**config.mk**
```make
export PLATFORM = sky130hd
export DESIGN_NAME = serial_adder
export DESIGN_NICKNAME = d
export VERILOG_FILES = /design/src/rtl/alu_pkg.sv /design/src/rtl/full_adder_cell.sv /design/src/rtl/serial_adder.sv
export SDC_FILE = /design/constraint.sdc
export NUM_CORES = 1
export LEC_CHECK = 0
export CORE_UTILIZATION = 40
export CTS_CLUSTER_SIZE = 14
export DETAILED_ROUTE_END_ITERATION = 10
export GPL_TIMING_DRIVEN = 0
export MAX_ROUTING_LAYER = met4
export PLACE_DENSITY = 0.66
export SYNTH_ARGS = -nofsm -noshare
export SYNTH_HDL_FRONTEND = slang
export SYNTH_HIERARCHICAL = 1
export SYNTH_SLANG_ARGS = --single-unit
```
**constraint.sdc**
```tcl
create_clock -name clk -period 1.5 [get_ports clk]
set_input_delay 0.15 -clock clk [delete_from_list [all_inputs] [get_ports clk]]
set_output_delay 0.15 -clock clk [all_outputs]
set_load 0.05 [all_outputs]
```
**src/rtl/alu_pkg.sv**
```systemverilog
// ============================================================================
// Module : alu_pkg
// Shared DSP ALU definitions: FSM state encoding and default datapath width.
// Rev 1.0
// ============================================================================
`default_nettype none

package alu_pkg;

  localparam int ALU_WIDTH = 16;

  localparam logic [1:0] ST_IDLE = 2'd0;
  localparam logic [1:0] ST_RUN  = 2'd1;
  localparam logic [1:0] ST_DONE = 2'd2;

  typedef enum logic [1:0] {
    S_IDLE = ST_IDLE,
    S_RUN  = ST_RUN,
    S_DONE = ST_DONE
  } state_t;

endpackage

`default_nettype wire

```
**src/rtl/full_adder_cell.sv**
```systemverilog
// ============================================================================
// Module : full_adder_cell
// Single-bit combinational full adder, the additive twin of the subtractor cell.
// Rev 1.0
// ============================================================================
`default_nettype none

module full_adder_cell (
  input  logic A,
  input  logic B,
  input  logic Cin,
  output logic S,
  output logic Cout
);

  assign S    = A ^ B ^ Cin;
  assign Cout = (A & B) | (Cin & (A ^ B));

endmodule

`default_nettype wire

```
**src/rtl/serial_adder.sv**
```systemverilog
// ============================================================================
// Module : serial_adder
// Bit-serial LSB-first two's-complement adder with carry-out and overflow flags.
// Rev 1.0
// ============================================================================
`default_nettype none

module serial_adder
  import alu_pkg::*;
#(
  parameter int WIDTH = ALU_WIDTH
) (
  input  logic             clk,
  input  logic             rst,
  input  logic             start,
  input  logic [WIDTH-1:0] A,
  input  logic [WIDTH-1:0] B,
  input  logic             Cin,
  output logic             busy,
  output logic             done,
  output logic [WIDTH-1:0] Sum,
  output logic             Cout,
  output logic             Ovf
);

  localparam int             CW       = $clog2(WIDTH) + 1;
  localparam logic [CW-1:0]  C_LAST   = CW'(WIDTH - 1);
  localparam logic [CW-1:0]  C_PENULT = CW'(WIDTH - 2);

  state_t            r_state;
  state_t            w_next;
  logic [WIDTH-1:0]  r_a;
  logic [WIDTH-1:0]  r_b;
  logic [WIDTH-1:0]  r_psum;
  logic [WIDTH-1:0]  r_sum;
  logic [CW-1:0]     r_cnt;
  logic              r_carry;
  logic              r_cmsb;
  logic              r_cout;
  logic              r_ovf;
  logic              w_s;
  logic              w_co;

  full_adder_cell u_fa (
    .A    (r_a[0]),
    .B    (r_b[0]),
    .Cin  (r_carry),
    .S    (w_s),
    .Cout (w_co)
  );

  always_comb begin
    w_next = r_state;
    case (r_state)
      S_IDLE:  if (start) w_next = S_RUN;
      S_RUN:   if (r_cnt == C_LAST) w_next = S_DONE;
      S_DONE:  w_next = S_IDLE;
      default: w_next = S_IDLE;
    endcase
  end

  always_ff @(posedge clk) begin
    if (rst) begin
      r_state <= S_IDLE;
      r_a     <= '0;
      r_b     <= '0;
      r_psum  <= '0;
      r_sum   <= '0;
      r_cnt   <= '0;
      r_carry <= 1'b0;
      r_cmsb  <= 1'b0;
      r_cout  <= 1'b0;
      r_ovf   <= 1'b0;
    end else begin
      r_state <= w_next;
      case (r_state)
        S_IDLE: begin
          if (start) begin
            r_a     <= A;
            r_b     <= B;
            r_carry <= Cin;
            r_psum  <= '0;
            r_cnt   <= '0;
          end
        end
        S_RUN: begin
          r_a     <= r_a >> 1;
          r_b     <= r_b >> 1;
          r_psum  <= {w_s, r_psum[WIDTH-1:1]};
          r_carry <= w_co;
          r_cnt   <= r_cnt + 1'b1;
          if (r_cnt == C_PENULT) r_cmsb <= w_co;
          // Result registers load on the edge that enters DONE so they are valid with done.
          if (r_cnt == C_LAST) begin
            r_sum  <= {w_s, r_psum[WIDTH-1:1]};
            r_cout <= w_co;
            r_ovf  <= r_cmsb ^ w_co;
          end
        end
        default: ;
      endcase
    end
  end

  assign busy = (r_state == S_RUN);
  assign done = (r_state == S_DONE);
  assign Sum  = r_sum;
  assign Cout = r_cout;
  assign Ovf  = r_ovf;

endmodule

`default_nettype wire

```
## Word-level counts from Yosys, hierarchy flattened

Index checks and enable logic that the tools add are counted.

- Bits in registers: 75
- Output and inout bits: 20
- Logic and storage cells: 42

- Add/subtract/negate cells: 1
- Equality and inequality tests: 6
- Muxes and demuxes: 13
- Bitwise operators: 6
- Reduce and logical (&&, ||, !) cells: 6

Operator list:

| cell | count |
|---|---|
| 16-bit case mux with 2 select lines | 3 |
| 16-bit two-way mux | 3 |
| 5-bit by 4-bit equality test with 1-bit output (second input constant) | 2 |
| 5-bit case mux with 2 select lines | 1 |
| 2-bit AND reduction | 4 |
| 5-bit by 1-bit adder with 5-bit output (second input constant) | 1 |
| 5-bit two-way mux | 1 |
| 2-bit two-way mux | 2 |
| 2-bit case mux with 2 select lines | 1 |
| 1-bit XOR | 3 |
| 1-bit bitwise AND | 2 |
| 2-bit by 1-bit equality test with 1-bit output (second input constant) | 1 |
| 2-bit equality test (second input constant) | 1 |
| 2-bit logical NOT | 1 |
| 2-bit by 1-bit != test with 1-bit output (second input constant) | 1 |
| 2-bit != test (second input constant) | 1 |
| 1-bit case mux with 2 select lines | 1 |
| 2-bit nonzero test | 1 |
| 1-bit two-way mux | 1 |
| 1-bit bitwise OR | 1 |

## Longest topological paths before layout

- Word-level depth: 4
- Depth in mapped cells: 7
- Depth with buffers taken out: 6

## By module

Netlist, hierarchy kept.

Modules (own cells, without submodules):

| module | instances | cells an instance | area each (um2) |
|---|---|---|---|
| serial_adder | 1 | 321 | 3029.2 |
| full_adder_cell | 1 | 1 | 20.0 |

## Worst setup path after synthesis

Ideal clock, no wire load.

- Kind: register -> register
- Start point: reg r_cnt[0]
- End point: reg r_sum[10], in the netlist Sum[10]
- Arrival time: 1590 ps
- Required time: 1440 ps
- Path slack: -151 ps
- Cell stages (with the launch flop): 8
- Path through: dfxtp_1 -> ha_1 -> and3_1 -> ha_1 -> nand3b_1 -> nor2_2 -> buf_6 -> a22o_1

- Longest elaborated chain between the ends: 2

Ends and longest elaborated chain:

| what | line | source |
|---|---|---|
| from (decl) | serial_adder.sv:36 | `logic [CW-1:0] r_cnt;` |
| from (signal assigned) | serial_adder.sv:91 | `r_cnt <= r_cnt + 1'b1;` |
| 5-bit by 4-bit equality test with 1-bit output | serial_adder.sv:94 | `if (r_cnt == C_LAST) begin` |
| 2-bit AND reduction (no source line) | - |  |
| to (signal assigned) | serial_adder.sv:95 | `r_sum <= {w_s, r_psum[WIDTH-1:1]};` |
| to (decl) | serial_adder.sv:35 | `logic [WIDTH-1:0] r_sum;` |

Every way passes these cells.
A chain may end at the register's enable or synchronous reset.

## Worst setup path in the final report

- Start point: reg r_cnt[0]
- End point: reg r_sum[3], in the netlist Sum[3]

Same word-level chain as after synthesis.

==> summary.txt <==
Timing
  – Total count of hold-check failures in the final report: 0
  – Post-route clock skew: 7.617 ps
  – Post-route setup TNS: -58.21 ps
  – # setup viols final: 5
  – Min setup slack post-route: -21.62 ps
  – Max-slew violations: 0
  – Setup repair after global routing missed its margin: yes
  – Slew at the pin closest to its max-slew limit: 496.9 ps
  – Max-slew headroom: 67.00%
  – Tcrit/Tclk final: 101.4%
  – Time the worst path needs with I/O delays and setup: 1522 ps
  – Minimum hold slack: 275.1 ps
  – Peak clock frequency supported by timing: 657.2 MHz

Min path
  – Path class of the lowest-slack min-delay path: input pin to flop
  – Hold path start: rst

GRT
  – Via count of the first global-routing pass: 2498
  – First-pass GRT wire length: 11.81 mm
  – Combined global-route utilization of all metal layers: 20.05%
  – Overflow left after global routing: 0
  – Number of antenna violations at the first check in global routing: 0
  – Largest net degree at the start of global routing: 15

Critical path
  – Crit path capture type: flop
  – Crit path launch type: flop
  – Setup CP Type: flop to flop
  – CP max FO: 4
  – Startpoint of the lowest-slack register-to-register path: r_cnt[0]
  – Start point of the critical path: r_cnt[0]
  – Required time of the critical path: 1740 ps
  – Critical Path AT: 1760 ps

Die
  – Initial core utilization: 41.82%
  – CORE AREA: 7292 um^2
  – Number of core rows: 31
  – Die Width: 89.31 um
  – Die outline area: 7976 um^2
  – Die Y-Extent: 89.31 um
  – I/O pin count: 56

Synthesis
  – Top area cells in the synthesized netlist: dfxtp_1 49%, nor2_1 9.6%, a211oi_1 7.9%, o2bb2ai_1 7.8%, a22o_1 4.6%
  – Synthesized flop and latch total: 74
  – Register area share after synthesis: 48.58%
  – Synthesized net count: 362
  – Most used flip-flop cell after synthesis: dfxtp_1
  – Number of flops mapped to enable cells by yosys: 0
  – Synth Area per Inst: 9.469 um^2
  – Fraction of registers with async set/reset: 0%
  – Number of warnings printed during yosys synthesis: 6
  – Mapped Area: 3049 um^2
  – Cells after Synth: 322
  – Leading area contributor after synthesis: dfxtp_1
  – Distinct cells, synth: 39
  – Synth top area share: 48.58%

Cells and area
  – Nets: 437
  – Final standard cell utilization of the core: 55.87%
  – Fraction of final layout cells with drive strength greater than 1: 16.42%
  – Design area: 4074 um^2
  – Synth-to-Final Area Change: 33.61%
  – Commonest cells after routing, fill and taps aside: 77 x nor2_1, 70 x dfxtp_1, 34 x clkdlybuf4s50_1, 32 x a211oi_1, 27 x o2bb2ai_1
  – Post-Layout Cell Count: 501
  – Count of antenna diodes in the layout: 0
  – Commonest non-fill, non-tap cell in the layout: nor2_1

Placement
  – Worst setup slack before clock tree synthesis: -501.3 ps
  – Port bufs: 54
  – Last weighted congestion value of the routability-driven placer: 0.7941
  – Placed Area: 3754 um^2
  – Detailed placer's ending HPWL: 4.958 mm
  – Count of placed standard cells including taps: 475

Routing
  – Length of routed met3 wiring: 219 um
  – Top layer in use: met4
  – Routed wire length: 7.338 mm
  – Vias: 2647
  – DR pass1 iterations: 4
  – Remaining antenna violation count after routing: 0
  – Routed via count divided by cell count: 5.283
  – Initial detailed-routing violation count: 94
  – Average wire per standard cell: 14.65 um
  – Total met2 wirelength after detailed routing: 3.479 mm
  – Metal1 wirelength: 3.524 mm
  – DRC viols: 0

Pwr
  – Power density cells: 1086 nW/um^2
  – Total chip power: 4.425 mW
  – Standby leakage power: 1.626 nW
  – Max VDD drop: 0.0004033 V

Clock network
  – H-Tree Level Count: 3
  – TritonCTS Buffers: 9
  – Clk_lat worst skew: 350 ps
  – Maximum clock path buffer count: 2
  – Hold-fix buffer count after cts: 0
  – Clock-pin slew of the registers on the worst-case setup and hold paths: 80 ps
  – Clock net sink count: 74
  – Cell at the root of the clock tree: clkbuf_8
  – CTS tree: yes

Status
  – Status: finished, violations left
  – Violated checks: setup timing

Run
  – Number of max-capacitance violations reported: 0
## cell usage after synthesis (2+ instances only)
| library cell | count |
|---|---|
| nor2_1 | 78 |
| a21oi_1 | 4 |
| buf_4 | 3 |
| a31oi_1 | 2 |
| clkbuf_1 | 8 |
| a22o_1 | 16 |
| nor2b_1 | 2 |
| a22oi_1 | 15 |
| buf_2 | 13 |
| dfxtp_1 | 74 |
| nand3b_1 | 2 |
| nand2_1 | 3 |
| buf_6 | 5 |
| o2bb2ai_1 | 27 |
| nand3_1 | 4 |
| o21ai_0 | 2 |
| a211oi_1 | 32 |
| a2bb2oi_1 | 2 |
| o22ai_1 | 4 |
| ha_1 | 3 |
| inv_1 | 5 |
## worst paths after layout
path	slack [ps]	endpoint	cells after the start
setup / recovery	-20	Sum[3]	7
hold / removal	280	r_cmsb	4
setup reg to reg	-20	Sum[3]	7
hold reg to reg	470	Sum[0]	2
## registers in the layout (all words and copies together), names as in the netlist, 2 cells and up
name	flops
r_b	16
r_a	16
r_cnt	5
Sum	16
r_psum	15
r_state	2
## critical path, cell delays in order (launching register included)
cell	delay, ps
dfxtp_4	360
ha_4	160
and3_4	180
ha_4	170
nand3b_1	160
nor2_4	70
buf_4	140
a22o_1	170
## routing by layer
layer  up-vias  track usage [%]
met4         0            7.792
met1      1249            26.29
met3        11            2.955
met5         -                -
met2        58            31.23
li1       1329                -
## layout make-up
cell class | instances | area (um^2)
clock inverter | 7 | 101.3
fill | 727 | 3218
multi-input combinational | 213 | 1414
timing repair buffer | 65 | 609.3
inverter | 6 | 28.78
clock buffer | 9 | 123.9
buffer | 28 | 178.9
sequential | 74 | 1494
tap | 99 | 123.9
## report_power, final
group          internal (mW)  switching (mW)
logic                  0.276           0.299
registers               2.06          0.0585
clock network          0.950           0.784
total                   3.28            1.14
## repair_timing
| action | CTS | global route |
|---|---|---|
| setup buffers | 8 | 1 |
| gates resized for setup | 40 | 5 |
| pin swaps | 3 | 0 |
| endpoints found under the setup margin | 30 | 19 |
| gates cloned | 1 | 1 |
## cell families (layout without fill, tap and decap cells)
kind of cell	count (synthesis)	in the layout	share of synthesized area (%)
adder cells (fa/ha/maj)	4	4	1.888
flip-flops	74	74	48.58
AO/OA/AOI/OAI	110	110	28.81
buffers and inverters	35	115	6.524
XOR/XNOR	1	1	0.2873
AND/OR/NAND/NOR	98	98	13.91
No activity file was read; power rests on OpenSTA's default activity.
